<file path="config.mk">
export PLATFORM = sky130hd
export DESIGN_NAME = instr_fetch_stage
export DESIGN_NICKNAME = d
export VERILOG_FILES = /design/src/rtl/fetch_pkg.sv /design/src/rtl/if_id_register.sv /design/src/rtl/instr_fetch_stage.sv
export SDC_FILE = /design/constraint.sdc
export NUM_CORES = 1
export LEC_CHECK = 0
export ABC_AREA = 1
export BUFFER_PORTS_ARGS = -buffer_cell sky130_fd_sc_hd__buf_2
export CAP_MARGIN = 40
export CORE_UTILIZATION = 35
export DETAILED_ROUTE_END_ITERATION = 10
export PLACE_DENSITY = 0.66
export SYNTH_ARGS = -nofsm -noshare
export SYNTH_HDL_FRONTEND = slang
export SYNTH_SLANG_ARGS = --single-unit
</file>
<file path="constraint.sdc">
create_clock -name clk -period 1.33 [get_ports clk]
set_clock_uncertainty 0.05 [all_clocks]
set_input_delay 0.266 -clock clk [delete_from_list [all_inputs] [get_ports clk]]
set_output_delay 0.266 -clock clk [all_outputs]
set_load 0.1 [all_outputs]
</file>
<file path="src/rtl/fetch_pkg.sv">
// Shared definitions for the instruction-fetch stage.
// Contents: FSM state enum, NOP encoding, default opcode-word immediate-flag bit.
package fetch_pkg;

   typedef enum logic {
      S_OP  = 1'b0,
      S_IMM = 1'b1
   } fetch_state_e;

   // NOP is all zeros; sized wide enough to be cast down to any word width
   localparam logic [63:0] NOP_WORD = 64'h0;

   localparam int unsigned IMM_FLAG_BIT_DEFAULT = 0;

endpackage : fetch_pkg

</file>
<file path="src/rtl/if_id_register.sv">
// IF/ID pipeline payload register.
// Ports: clk, reset (sync, active-high); load captures the *_d payload with valid=1;
// bubble drops valid only; clear drops valid and zeroes instr/imm (pc fields keep
// their last value). clear beats load/bubble; with none asserted the register holds.
module if_id_register
   import fetch_pkg::*;
#(
   parameter int unsigned INSTR_W = 16,
   parameter int unsigned ADDR_W  = 32
) (
   input  logic               clk,
   input  logic               reset,
   input  logic               load,
   input  logic               bubble,
   input  logic               clear,
   input  logic [INSTR_W-1:0] instr_d,
   input  logic [INSTR_W-1:0] imm_d,
   input  logic [ADDR_W-1:0]  pc_d,
   input  logic [ADDR_W-1:0]  next_pc_d,
   output logic               valid,
   output logic [INSTR_W-1:0] instr,
   output logic [INSTR_W-1:0] imm,
   output logic [ADDR_W-1:0]  pc,
   output logic [ADDR_W-1:0]  next_pc
);

   // Payload register with clear > load > bubble > hold priority
   always_ff @(posedge clk) begin
      if (reset) begin
         valid   <= 1'b0;
         instr   <= INSTR_W'(NOP_WORD);
         imm     <= '0;
         pc      <= '0;
         next_pc <= '0;
      end else if (clear) begin
         valid <= 1'b0;
         instr <= INSTR_W'(NOP_WORD);
         imm   <= '0;
      end else if (load) begin
         valid   <= 1'b1;
         instr   <= instr_d;
         imm     <= imm_d;
         pc      <= pc_d;
         next_pc <= next_pc_d;
      end else if (bubble) begin
         valid <= 1'b0;
      end
   end

endmodule : if_id_register

</file>
<file path="src/rtl/instr_fetch_stage.sv">
// Instruction-fetch stage: drives the instruction-memory address from the PC and
// assembles one- or two-word (opcode + immediate) instructions into IF/ID.
// Ports: clk, reset (sync, active-high), pc_in, imem_addr (comb copy of pc_in),
// imem_data (async-read word), stall, flush, if_id_* (IF/ID payload), fetch_busy.
// Build option: define FETCH_IMM_EN to enable two-word instructions; otherwise every
// word issues as a one-word instruction and if_id_imm/fetch_busy stay 0.
module instr_fetch_stage
   import fetch_pkg::*;
#(
   parameter int unsigned INSTR_W      = 16,
   parameter int unsigned ADDR_W       = 32,
   parameter int unsigned IMM_FLAG_BIT = IMM_FLAG_BIT_DEFAULT
) (
   input  logic               clk,
   input  logic               reset,
   input  logic [ADDR_W-1:0]  pc_in,
   output logic [ADDR_W-1:0]  imem_addr,
   input  logic [INSTR_W-1:0] imem_data,
   input  logic               stall,
   input  logic               flush,
   output logic               if_id_valid,
   output logic [INSTR_W-1:0] if_id_instr,
   output logic [INSTR_W-1:0] if_id_imm,
   output logic [ADDR_W-1:0]  if_id_pc,
   output logic [ADDR_W-1:0]  if_id_next_pc,
   output logic               fetch_busy
);

   if (IMM_FLAG_BIT >= INSTR_W) begin : g_flag_range
      $error("IMM_FLAG_BIT must index a bit of the instruction word");
   end

   fetch_state_e       state, state_next;
   logic               reg_load, reg_bubble, reg_clear;
   logic [INSTR_W-1:0] ld_instr, ld_imm;
   logic [ADDR_W-1:0]  ld_pc, ld_next_pc;

`ifdef FETCH_IMM_EN
   logic [INSTR_W-1:0] hold_instr;
   logic [ADDR_W-1:0]  hold_pc;
   logic               hold_load;
`endif

   assign imem_addr  = pc_in;
   // The instruction always ends at the word currently presented, so next_pc tracks pc_in
   assign ld_next_pc = ADDR_W'(pc_in + ADDR_W'(1));

   // State register; fetch_busy is registered alongside it
   always_ff @(posedge clk) begin
      if (reset) begin
         state      <= S_OP;
         fetch_busy <= 1'b0;
      end else begin
         state      <= state_next;
         fetch_busy <= (state_next == S_IMM);
      end
   end

`ifdef FETCH_IMM_EN
   // Opcode word and its address, kept while the immediate is fetched
   always_ff @(posedge clk) begin
      if (reset) begin
         hold_instr <= INSTR_W'(NOP_WORD);
         hold_pc    <= '0;
      end else if (hold_load) begin
         hold_instr <= imem_data;
         hold_pc    <= pc_in;
      end
   end
`endif

   // Next-state and IF/ID control; flush outranks stall
   always_comb begin
      state_next = state;
      reg_load   = 1'b0;
      reg_bubble = 1'b0;
      reg_clear  = 1'b0;
      ld_instr   = imem_data;
      ld_imm     = '0;
      ld_pc      = pc_in;
`ifdef FETCH_IMM_EN
      hold_load  = 1'b0;
`endif
      if (flush) begin
         reg_clear  = 1'b1;
         state_next = S_OP;
      end else if (!stall) begin
         case (state)
            S_OP: begin
`ifdef FETCH_IMM_EN
               hold_load = 1'b1;
               if (imem_data[IMM_FLAG_BIT]) begin
                  reg_bubble = 1'b1;
                  state_next = S_IMM;
               end else begin
                  reg_load = 1'b1;
               end
`else
               reg_load = 1'b1;
`endif
            end
            S_IMM: begin
`ifdef FETCH_IMM_EN
               reg_load = 1'b1;
               ld_instr = hold_instr;
               ld_imm   = imem_data;
               ld_pc    = hold_pc;
`endif
               state_next = S_OP;
            end
            default: state_next = S_OP;
         endcase
      end
   end

   if_id_register #(
      .INSTR_W (INSTR_W),
      .ADDR_W  (ADDR_W)
   ) u_if_id (
      .clk       (clk),
      .reset     (reset),
      .load      (reg_load),
      .bubble    (reg_bubble),
      .clear     (reg_clear),
      .instr_d   (ld_instr),
      .imm_d     (ld_imm),
      .pc_d      (ld_pc),
      .next_pc_d (ld_next_pc),
      .valid     (if_id_valid),
      .instr     (if_id_instr),
      .imm       (if_id_imm),
      .pc        (if_id_pc),
      .next_pc   (if_id_next_pc)
   );

endmodule : instr_fetch_stage

</file>
==> results by group <==
STA
  – Hold Slack: 0.1185 ns
  – Fmax: 0.7810 GHz
  – Hold Fails Final Rpt: 0
  – Final Critical Period: 1.280 ns
  – RSZ-0062 raised after global routing: no
  – Worst setup margin: 0.04955 ns
  – Setup tns final: 0 ns
  – Final setup violation count: 0
  – Tcrit/Tclk final: 96.27%
  – Slew Viols, Final: 0

Final layout
  – ANT cells: 0
  – Reg area: 1675 um2
  – Area occupied by multi-input gates: 1968 um2
  – Nets: 893
  – Layout Cells excl Fill: 988
  – Fill cells: 951
  – Area growth, synth to finish: 80.23%
  – Layout cells sized above 1: 39.41%

Yosys
  – Yosys warnings: 0
  – Post-synth EDFFs: 0
  – Area leader, netlist: dfxtp_1
  – Prevailing post-synth register cell: dfxtp_1
  – Post-Synthesis Cells: 632
  – Synth top area share: 38.48%
  – Mapped Area: 4214 um2
  – Async S/R FF share, synth: 0%
  – Post-synthesis register bit count: 81
  – Mapped Avg Cell Area: 6.668 um2
  – Post-synthesis sequential area ratio: 38.48%
  – Ranking of synthesized cells by area: dfxtp_1 (38%), nand2_1 (16%), nor2_1 (9.8%), buf_4 (9.3%), inv_1 (4.8%)
  – Netlist cell types: 27

Critical path
  – Signal arrival time at the worst endpoint: 0.96 ns
  – Critical path class: register to output port
  – Setup crit start kind: register
  – Critical Path Sink: if_id_next_pc[26]
  – Critical Path Fanout Max: 2
  – Largest stage delay, worst path: 0.42 ns
  – FF-to-FF path depth: 2
  – WP depth: 1
  – Buf+Inv Stages, Crit Path: 1
  – Worst EP required: 1.01 ns
  – Slowest-stage cell, CP: dfxtp_1
  – Reg-to-reg critical path endpoint: u_if_id.next_pc[4]
  – Crit path capture type: output port
  – Worst path cell trace: buf_12
  – CP delay by family, top: flip-flops
  – Reg-to-reg setup timing slack: 0.50 ns
  – Worst r2r src: u_if_id.next_pc[4]
  – Critical Path Start: u_if_id.next_pc[26]

Die
  – Die Y-Extent: 111.7 um
  – Row cnt: 39
  – Die width: 111.7 um
  – Core area: 11,560 um2
  – Die area: 12,480 um2
  – I/O pin count: 182
  – Starting Density: 36.44%

Clock tree
  – Worst skew pair latency: 0.34 ns
  – Root Buffer: clkbuf_16
  – CTS max path bufs: 2
  – # hold bufs at CTS: 0
  – H-tree depth: 3
  – Clock transition at path regs: 0.07 ns
  – CTS buffer count: 9
  – PostCTS Resize Cnt: 0
  – Setup Buffers After CTS: 0
  – CTS tree: yes
  – CTS sink count: 81

Place
  – I/O Buffers: 164
  – Pre-CTS setup slack: -0.2554 ns
  – Routability Congestion: 0.8809
  – DP Cell Count: 972
  – HPWL Detailed: 10.50 mm

Routing
  – DRC: 14
  – Top sig layer: met4
  – Metal3 WL: 1.282 mm
  – Via Count: 4,657
  – Routed WL: 13.47 mm
  – Starting DRT DRC Count: 204
  – DRT met1 WL: 5.284 mm
  – Drt via density: 4.714
  – Post-DRT Antenna Nets: 0
  – Met2 WL: 6.567 mm
  – DR WL/cell: 13.64 um
  – 1st-pass router iterations: 8

Flow run
  – Max-cap violations: 0

Pwr
  – Pleak: 3.668 nW
  – Pwr dens: 1077 nW/um2
  – Maximum VDD drop: 0.7420 mV

Global route
  – Initial antenna violation count: 0
  – Vias in the first global route: 4,528
  – GRT overflow: 0
  – Global-route wire length before repair: 22.21 mm
  – Largest net degree at the start of global routing: 36
  – Total Routing Usage GR: 22.53%

Status
  – Failing checks: design-rule violations
  – Status: finished with violations

Hold path
  – HP Class: input pin to register
==> sequential cells by signal, summed over array words and instances (netlist names) <==
register,cells
u_if_id.next_pc,32
u_if_id.instr,16
u_if_id.pc,32
u_if_id.valid,1
==> cells by family (layout without fill, tap and decap cells) <==
family | after synthesis | in the layout | synth area share, %
simple gates | 354 | 354 | 35.96
buf+inv | 128 | 325 | 16.42
compound gates | 64 | 64 | 8.135
flops | 81 | 81 | 38.48
fa+ha+maj | 1 | 1 | 0.2969
other cells | 1 | 17 | 0.08899
xor+xnor | 3 | 3 | 0.6236
==> Yosys cell counts, types with 6 or more instances <==
cell type  number
nand2_1       180
nor2_1        110
dfxtp_1        81
inv_1          54
buf_4          52
nand3_1        38
o21ai_0        33
a21oi_1        22
buf_2          13
clkbuf_1        8
nor2_2          6
==> per-stage QoR <==
stage               power [mW]  util (%)  instance area [um2]
floorplan                4.602         -                 4328
global placement         5.700     63.10                 7297
detailed placement       5.719     63.10                 7297
CTS                      8.233     65.67                 7595
global route             8.447     65.67                 7595
finish                   8.183     65.67                 7595
==> how the worst min path moves through the flow <==
stage                          start                  to  slack, ns  depth (start not counted)
finish                 imem_data[14]   u_if_id.instr[14]       0.12                          3
global route            imem_data[0]    u_if_id.instr[0]       0.11                          3
CTS                    imem_data[11]   u_if_id.instr[11]       0.11                          3
detailed placement  u_if_id.instr[6]    u_if_id.instr[6]       0.44                          2
global placement       u_if_id.pc[6]       u_if_id.pc[6]       0.43                          2
floorplan                      reset  u_if_id.next_pc[3]       0.28                          1
==> cell type report <==
cell class | instances | share of cell area, %
Timing Repair Buffer | 254 | 43.03
Multi-Input combinational cell | 439 | 25.91
Sequential cell | 81 | 22.06
Clock buffer | 11 | 3.196
Inverter | 55 | 2.718
Tap cell | 143 | 2.356
Clock inverter | 5 | 0.7249
==> cells in the final DEF, fill, tap and decap left out, types with 2 or more instances in the layout <==
cell type,Yosys,final
nand2_1,180,179
clkinv_2,0,2
a21oi_1,22,22
buf_12,0,119
nor2_4,4,5
o21bai_1,2,2
inv_1,54,54
nand4_1,3,3
buf_4,52,84
nor2_8,3,3
nand3_1,38,38
dfxtp_2,0,43
nor2_1,110,110
buf_2,13,51
nand3b_1,2,2
nand2_2,4,5
xor2_1,2,2
nand2_4,2,2
clkbuf_16,0,9
o211ai_1,4,4
o21ai_0,33,33
or2_1,2,2
a221oi_1,2,2
clkinvlp_4,0,2
nor2_2,6,5
dfxtp_1,81,38
conb_1,1,17
==> metal layers <==
layer | global-route usage, % | vias to the layer above
met3 | 8.274 | 26
met1 | 25.34 | 2113
met4 | 8.468 | 0
met5 | 0 | -
met2 | 38.76 | 203
li1 | - | 2315
==> power by group <==
group / switching [mW] / internal, mW / leakage (nW)
Clock: 1.02 / 1.50 / 0.142
Sequential: 0.126 / 2.57 / 0.680
Combinational: 1.99 / 0.987 / 2.85
(Power assumes the default switching activity.)
